--- config.mk ---
export PLATFORM = sky130hd
export DESIGN_NAME = spi_slave_rx_flat
export DESIGN_NICKNAME = d
export VERILOG_FILES = /design/src/rtl/spi_slave_rx_if.sv /design/src/rtl/spi_slave_rx.sv /design/src/flat_wrapper.sv
export SDC_FILE = /design/constraint.sdc
export NUM_CORES = 1
export LEC_CHECK = 0
export BUFFER_PORTS_ARGS = -buffer_cell sky130_fd_sc_hd__buf_2
export CORE_ASPECT_RATIO = 0.5
export CORE_UTILIZATION = 40
export CTS_BUF_LIST = sky130_fd_sc_hd__clkbuf_8
export DETAILED_ROUTE_END_ITERATION = 6
export GPL_TIMING_DRIVEN = 0
export PLACE_DENSITY_LB_ADDON = 0.3
export SKIP_LAST_GASP = 1
export SYNTH_ARGS = -nofsm -noshare
export SYNTH_HDL_FRONTEND = slang
export SYNTH_SLANG_ARGS = --single-unit
--- constraint.sdc ---
create_clock -name clk -period 4.8 [get_ports clk]
set_input_delay 0.96 -clock clk [delete_from_list [all_inputs] [get_ports clk]]
set_output_delay 0.96 -clock clk [all_outputs]
set_load 0.01 [all_outputs]
--- src/rtl/spi_slave_rx_if.sv ---
// ============================================================================
// Module      : spi_slave_rx_if
// Description : Pin and result bundle between an SPI master and spi_slave_rx.
// Revision    : 1.0 - initial release
// ============================================================================
`default_nettype none

interface spi_slave_rx_if #(
    parameter int DATA_W = 12
);
    logic              sclk;
    logic              cs;
    logic              mosi;
    logic [DATA_W-1:0] dout;
    logic              done;
    logic              err;
    logic              busy;

    modport slave (
        input  sclk,
        input  cs,
        input  mosi,
        output dout,
        output done,
        output err,
        output busy
    );

    modport master (
        output sclk,
        output cs,
        output mosi,
        input  dout,
        input  done,
        input  err,
        input  busy
    );
endinterface

`default_nettype wire

--- src/rtl/spi_slave_rx.sv ---
// ============================================================================
// Module      : spi_slave_rx
// Description : Oversampling SPI receive end; LSB-first DATA_W-bit words framed
//               by active-low cs, with done/err strobes per frame.
// Revision    : 1.0 - initial release
// ============================================================================
`default_nettype none

module spi_slave_rx #(
    parameter int DATA_W      = 12,
    parameter int SYNC_STAGES = 2
) (
    input  wire logic         clk,
    input  wire logic         rst,
    spi_slave_rx_if.slave     bus
);

    localparam int                 c_CNT_W    = $clog2(DATA_W + 1);
    localparam logic [c_CNT_W-1:0] c_CNT_FULL = c_CNT_W'(DATA_W);
    localparam logic [c_CNT_W-1:0] c_CNT_ONE  = c_CNT_W'(1);

    typedef enum logic [1:0] {
        S_IDLE  = 2'd0,
        S_ARM   = 2'd1,
        S_SHIFT = 2'd2,
        S_DONE  = 2'd3
    } state_t;

    // ------------------------------------------------------------------
    // Input synchronizers, reset to the idle line levels
    // ------------------------------------------------------------------
    logic [SYNC_STAGES-1:0] r_sclk_sync;
    logic [SYNC_STAGES-1:0] r_cs_sync;
    logic [SYNC_STAGES-1:0] r_mosi_sync;
    logic                   r_sclk_prev;
    logic                   r_cs_prev;

    always_ff @(posedge clk or negedge rst) begin
        if (!rst) begin
            r_sclk_sync <= '0;
            r_cs_sync   <= '1;
            r_mosi_sync <= '0;
            r_sclk_prev <= 1'b0;
            r_cs_prev   <= 1'b1;
        end else begin
            r_sclk_sync <= {r_sclk_sync[SYNC_STAGES-2:0], bus.sclk};
            r_cs_sync   <= {r_cs_sync[SYNC_STAGES-2:0],   bus.cs};
            r_mosi_sync <= {r_mosi_sync[SYNC_STAGES-2:0], bus.mosi};
            r_sclk_prev <= r_sclk_sync[SYNC_STAGES-1];
            r_cs_prev   <= r_cs_sync[SYNC_STAGES-1];
        end
    end

    logic w_sclk;
    logic w_cs;
    logic w_mosi;
    logic w_sclk_rise;
    logic w_sclk_fall;
    logic w_cs_fall;
    logic w_cs_rise;

    assign w_sclk      = r_sclk_sync[SYNC_STAGES-1];
    assign w_cs        = r_cs_sync[SYNC_STAGES-1];
    assign w_mosi      = r_mosi_sync[SYNC_STAGES-1];
    assign w_sclk_rise =  w_sclk & ~r_sclk_prev;
    assign w_sclk_fall = ~w_sclk &  r_sclk_prev;
    assign w_cs_fall   = ~w_cs   &  r_cs_prev;
    assign w_cs_rise   =  w_cs   & ~r_cs_prev;

    // ------------------------------------------------------------------
    // Frame state and datapath registers
    // ------------------------------------------------------------------
    state_t              r_state;
    state_t              w_state_nxt;
    logic [c_CNT_W-1:0]  r_cnt;
    logic [c_CNT_W-1:0]  w_cnt_nxt;
    logic [DATA_W-1:0]   r_shreg;
    logic [DATA_W-1:0]   w_shreg_nxt;
    logic                r_ovr;
    logic                w_ovr_nxt;
    logic [DATA_W-1:0]   r_dout;
    logic [DATA_W-1:0]   w_dout_nxt;
    logic                r_done;
    logic                w_done_nxt;
    logic                r_err;
    logic                w_err_nxt;

    always_ff @(posedge clk or negedge rst) begin
        if (!rst) begin
            r_state <= S_IDLE;
            r_cnt   <= '0;
            r_shreg <= '0;
            r_ovr   <= 1'b0;
            r_dout  <= '0;
            r_done  <= 1'b0;
            r_err   <= 1'b0;
        end else begin
            r_state <= w_state_nxt;
            r_cnt   <= w_cnt_nxt;
            r_shreg <= w_shreg_nxt;
            r_ovr   <= w_ovr_nxt;
            r_dout  <= w_dout_nxt;
            r_done  <= w_done_nxt;
            r_err   <= w_err_nxt;
        end
    end

    always_comb begin
        w_state_nxt = r_state;
        w_cnt_nxt   = r_cnt;
        w_shreg_nxt = r_shreg;
        w_ovr_nxt   = r_ovr;
        w_dout_nxt  = r_dout;
        w_done_nxt  = 1'b0;
        w_err_nxt   = 1'b0;

        case (r_state)
            S_IDLE: begin
                if (w_cs_fall) begin
                    w_state_nxt = S_ARM;
                    w_cnt_nxt   = '0;
                    w_shreg_nxt = '0;
                    w_ovr_nxt   = 1'b0;
                end
            end

            // Falls seen here precede the first data bit and carry nothing
            S_ARM: begin
                if (w_cs_rise) begin
                    w_state_nxt = S_DONE;
                end else if (w_sclk_rise) begin
                    w_state_nxt = S_SHIFT;
                end
            end

            // A fall coinciding with cs_rise is still sampled before DONE checks the count
            S_SHIFT: begin
                if (w_sclk_fall) begin
                    if (r_cnt < c_CNT_FULL) begin
                        for (int i = 0; i < DATA_W; i++) begin
                            if (r_cnt == c_CNT_W'(i)) begin
                                w_shreg_nxt[i] = w_mosi;
                            end
                        end
                        w_cnt_nxt = r_cnt + c_CNT_ONE;
                    end else begin
                        w_ovr_nxt = 1'b1;
                    end
                end
                if (w_sclk_rise && (r_cnt == c_CNT_FULL)) begin
                    w_ovr_nxt = 1'b1;
                end
                if (w_cs_rise) begin
                    w_state_nxt = S_DONE;
                end
            end

            S_DONE: begin
                if ((r_cnt == c_CNT_FULL) && !r_ovr) begin
                    w_dout_nxt = r_shreg;
                    w_done_nxt = 1'b1;
                end else begin
                    w_err_nxt  = 1'b1;
                end
                // A new frame may start while the previous one is still being closed
                if (w_cs_fall) begin
                    w_state_nxt = S_ARM;
                    w_cnt_nxt   = '0;
                    w_shreg_nxt = '0;
                    w_ovr_nxt   = 1'b0;
                end else begin
                    w_state_nxt = S_IDLE;
                end
            end

            default: begin
                w_state_nxt = S_IDLE;
            end
        endcase
    end

    assign bus.dout = r_dout;
    assign bus.done = r_done;
    assign bus.err  = r_err;
    assign bus.busy = (r_state != S_IDLE);

endmodule

`default_nettype wire

--- src/flat_wrapper.sv ---
// flat-port wrapper written by rule: the top's interface ports become plain ports
module spi_slave_rx_flat 
#(
    parameter int DATA_W      = 12,
    parameter int SYNC_STAGES = 2
)
  (clk, rst, bus_sclk, bus_cs, bus_mosi, bus_dout, bus_done, bus_err, bus_busy);
  spi_slave_rx_if #(.DATA_W(DATA_W)) bus_i ();
  input  wire logic clk;
  input  wire logic rst;
  input wire logic [$bits(bus_i.sclk)-1:0] bus_sclk;
  input wire logic [$bits(bus_i.cs)-1:0] bus_cs;
  input wire logic [$bits(bus_i.mosi)-1:0] bus_mosi;
  output wire logic [$bits(bus_i.dout)-1:0] bus_dout;
  output wire logic [$bits(bus_i.done)-1:0] bus_done;
  output wire logic [$bits(bus_i.err)-1:0] bus_err;
  output wire logic [$bits(bus_i.busy)-1:0] bus_busy;
  assign bus_i.sclk = bus_sclk;
  assign bus_i.cs = bus_cs;
  assign bus_i.mosi = bus_mosi;
  assign bus_dout = bus_i.dout;
  assign bus_done = bus_i.done;
  assign bus_err = bus_i.err;
  assign bus_busy = bus_i.busy;
  spi_slave_rx #(.DATA_W(DATA_W), .SYNC_STAGES(SYNC_STAGES)) u_core (.clk(clk), .rst(rst), .bus(bus_i));
endmodule
Word-level counts from Yosys, hierarchy flattened --
Cells that the tools add are included.
Storage, ports and cells: flip-flop bits (word level) 41, input port bits 5, output and inout port bits 15, word-level logic and storage cells 127
Cells by class: add/sub/neg operators 1, magnitude comparators 1, eq/ne operators 35, multiplexer cells 35, bitwise operators 8, reductions and logical operators 24
Operators with widths (count):
- AND reduction 5 bit | 12
- two-way mux 12 bit | 3
- != test 2 x 1 -> 1 bit (second input constant) | 17
- one-hot mux 12 bit (2 select lines) | 1
- two-way mux 1 bit | 21
- equality test 4 bit (second input constant) | 5
- equality test 4 x 3 -> 1 bit (second input constant) | 4
- two-way mux 4 bit | 3
- equality test 4 x 2 -> 1 bit (second input constant) | 2
- two-way mux 2 bit | 4
- one-hot mux 2 bit (4 select lines) | 1
- one-hot mux 4 bit (2 select lines) | 1
- AND reduction 4 bit | 2
- != test 3 x 1 -> 1 bit (second input constant) | 2
- adder 4 x 1 -> 4 bit (second input constant) | 1
- bitwise AND 1 bit | 4
- equality test 2 bit (second input constant) | 2
- equality test 4 x 1 -> 1 bit (second input constant) | 1
- zero test 4 bit | 1
- less-than comparator 4 bit (second input constant) | 1
- NOT 1 bit | 4
- nonzero test 2 bit | 2
- != test 3 bit (second input constant) | 1
- AND reduction 3 bit | 1
- other kinds (7) | 8

Depth between registers and ports, before layout --
depth after elaboration 5, depth in mapped cells 7, gate-level depth less buffers 6

Worst setup path before layout --
No wires, ideal clock.
path type register -> register, from register u_core.r_state[0], to register u_core.r_shreg[4], setup time 125 ps, arrival time 1624 ps, required time 4675 ps, path slack 3051 ps, cell stages (with the launch flop) 8, buffers on the path 1, clock period less this slack 1749 ps, cell sequence dfrtp_1 -> inv_1 -> ha_1 -> inv_2 -> a21oi_4 -> buf_6 -> nand3_2 -> mux2_4
On the way: cells in the longest elaborated chain, start to end 4, elaborated cells between the ends (all ways) 11, those cells by class eq/ne: 6; mux: 1; reduce/logical: 4
Ends and longest elaborated chain:
- from (decl) | RTL line spi_slave_rx.sv:73 | state_t r_state;
- from (signal assigned) | RTL line spi_slave_rx.sv:98 | r_state <= w_state_nxt;
- equality test 2 bit / zero test 2 bit (equally long branches) | RTL line spi_slave_rx.sv:117 | case (r_state)
- OR reduction 2 bit (no line)
- != test 2 x 1 -> 1 bit (no line) / nonzero test 2 bit (equally long branches)
- AND reduction 5 bit (no line)
- to (signal assigned) | RTL line spi_slave_rx.sv:100 | r_shreg <= w_shreg_nxt;
- to (decl) | RTL line spi_slave_rx.sv:77 | logic [DATA_W-1:0] r_shreg;
Several ways; a longest one is shown, not always the timed one. A chain may end at the register's enable or synchronous reset.

Final worst setup path --
from register u_core.r_state[0], to output port bus_busy
On the way: cells in the longest elaborated chain, start to end 1
Ends and longest elaborated chain:
- nonzero test 2 bit | RTL line spi_slave_rx.sv:185 | assign bus.busy = (r_state != S_IDLE);
- to (decl) | RTL line flat_wrapper.sv:17 | output wire logic [$bits(bus_i.busy)-1:0] bus_busy;
Every way passes these cells.

==> results.json <==
{
  "status": "complete, no violations",
  "initial_core_util_pct": 44.1,
  "final_max_slew_viol_count": 0,
  "rows": 17,
  "gp_congestion": 0.862,
  "drive_gt1_share_pct": 38.2,
  "drc": 0,
  "setup_tns_ns": 0,
  "port_buffers": 19,
  "numCtsBuffers": 5,
  "hold_viol": 0,
  "area_growth_syn_to_layout_pct": 12.9,
  "final_antenna_net_count": 0,
  "synth-seq-cells": 41,
  "syn_area_per_cell_um2": 12.9,
  "grt_usage_pct": 15.1,
  "final.setup_skew_ns": 0.00519,
  "hpwlAfterDp_um": 2480,
  "regArea_um2": 1030,
  "vias": 1252,
  "cap_violations": 0,
  "grt_pass1_vias": 1275,
  "peakVddDrop_mv": 0.186,
  "seq_area_frac_synth_pct": 50.2,
  "multiInputGateArea_um2": 930,
  "cts_setup_buffers": 0,
  "start_kind": "register",
  "dr.first_iter.drc_count": 62,
  "overflow": 0,
  "worst-setup-path-type": "reg -> out",
  "fin_nets": 200,
  "clock_latency_ns": 0.30,
  "htree_levels": 2,
  "endpoint_kind": "output pin",
  "coreArea_um2": 4660,
  "hp-start": "u_core.r_mosi_sync[0]",
  "period_minus_slack_ns": 2.19,
  "clock_sinks": 41,
  "wl_per_cell_um": 13.7,
  "critPathRequiredTime_ns": 3.84,
  "max_freq_mhz": 456,
  "synth-edff-count": 0,
  "arrival_ns": 1.23,
  "fin_crit_sh_pct": 45.7,
  "wirelength_um": 3450,
  "power_density_nw_per_um2": 552,
  "postSynth.asyncResetShare_pct": 100,
  "fill_cells": 411,
  "die_height_um": 52.6,
  "synth_cell_types": 34,
  "yosys-top-cells-count": "dfrtp_1, mux2_4, o21ai_0",
  "via_per_inst": 4.97,
  "synth_nets": 174,
  "antennaDiodeCount": 0,
  "max_slew_margin_pct": 40.8,
  "drt_pre_antenna_iters": 4,
  "ctsLongestPathBuffers": 2,
  "startpoint": "u_core.r_state[0]",
  "netlist_area_um2": 2050,
  "utilization_pct": 49.7,
  "die_area_um2": 5440,
  "ios": 20,
  "grt_max_degree": 42,
  "synth.most_common_cell": "dfrtp_1",
  "power.leakage_nw": 1.18,
  "path_max_fanout": 4,
  "synth_area_leaders": "dfrtp_1, mux2_4, ha_1",
  "synth_top_area_share_pct": 46.3,
  "antenna_found_initial": 0,
  "clk_pin_slew_ns": 0.07,
  "ctsResizeCount": 0,
  "cts_tree": "done",
  "die_width_um": 103,
  "hp-class": "reg -> reg",
  "holdBufCountCts": 0,
  "clockRootBuffer": "clkbuf_8",
  "timing.rr.start": "u_core.r_state[0]",
  "syn_inst": 159,
  "yosys.area.top_type": "dfrtp_1",
  "finalSetupViolCount": 0,
  "yosysWarnings": 0,
  "hold_ws_ns": 0.354,
  "worst_slew_pin_slew_ns": 0.888,
  "rsz0062_at_grt": "false",
  "grt_pass1_wl_um": 5930,
  "synth_flop_cell": "dfrtp_1"
}
[cell type report]
class	instances	share of cell area, %
well taps	66	3.57
plain buffers	6	2.05
flip-flops and latches	41	44.5
repair buffers	19	4.11
clock buffers	5	2.97
inverters	12	1.94
clock inverters	3	0.756
multi-input cells	100	40.1
[cells by family (layout without fill, tap and decap cells)]
logic type | Yosys count | after routing | synth area share [%]
adders and majority gates | 10 | 10 | 6.10
buffers and inverters | 18 | 45 | 4.51
DFF | 41 | 41 | 50.2
muxes | 27 | 27 | 18.1
AOI/OAI and AO/OA | 29 | 29 | 8.90
and+or+nand+nor | 34 | 34 | 12.2
[power breakdown]
group	switching [W]	internal [W]	leakage (nW)
Sequential	0.0000396	0.000411	0.532
Clock	0.000120	0.000100	0.0439
Combinational	0.000322	0.000286	0.609
Total	0.000481	0.000797	1.18
[registers in the layout, summed over array words and instances, names as in the netlist]
signal / count
u_core.r_mosi_sync: 2
u_core.r_state: 2
u_core.r_cs_sync: 2
u_core.r_shreg: 12
u_core.r_sclk_prev: 1
u_core.r_cs_prev: 1
u_core.bus.done: 1
u_core.bus.err: 1
u_core.r_sclk_sync: 2
u_core.r_cnt: 4
u_core.bus.dout: 12
u_core.r_ovr: 1
[final timing paths]
check,to,slack (ns),cells past startpoint
min in group asynchronous,u_core.r_state[0],0.78,1
max reg2reg,u_core.r_shreg[11],2.80,7
min reg2reg,u_core.r_mosi_sync[1],0.35,0
max,bus_busy,2.61,4
max in group asynchronous,u_core.bus.err,3.46,1
min,u_core.r_mosi_sync[1],0.35,0
[cells in the final DEF (no fill, tap or decap), types with 3 or more instances in the layout]
cell type	count
a21oi_1	3
nand3_2	10
nand3_1	5
inv_1	11
mux2i_1	3
mux2_4	19
a22o_1	3
buf_6	3
buf_2	21
nand2b_1	5
o21ai_0	15
dfrtp_1	38
clkbuf_8	5
mux2_1	5
dfstp_2	3
ha_1	10
nor2b_1	3
[metal layers]
layer	up-vias	share of wire, %	global-route usage (%)
met4	0	1.5	6.34
met1	618	50	19.2
met5	-	0	0
li1	605	-	-
met2	24	44	24.2
met3	5	3.8	4.40
[worst max-delay path, stage by stage, from the launching register on]
cell and delay, ns:
dfrtp_1 0.40, inv_1 0.11, ha_1 0.21, inv_1 0.08
buf_2 0.14
[stage by stage]
stage	cells	setup WS (ns)	total power (W)	cell area, um2
final	252	2.61	0.00128	2320
after detailed placement	244	2.82	0.00107	2230
after global routing	252	2.54	0.00137	2320
after CTS	252	2.60	0.00129	2320
after global placement	244	2.86	0.00104	2230
after floorplan	159	3.05	0.000946	2050
Note: power is estimated with default switching activity, not from simulation.
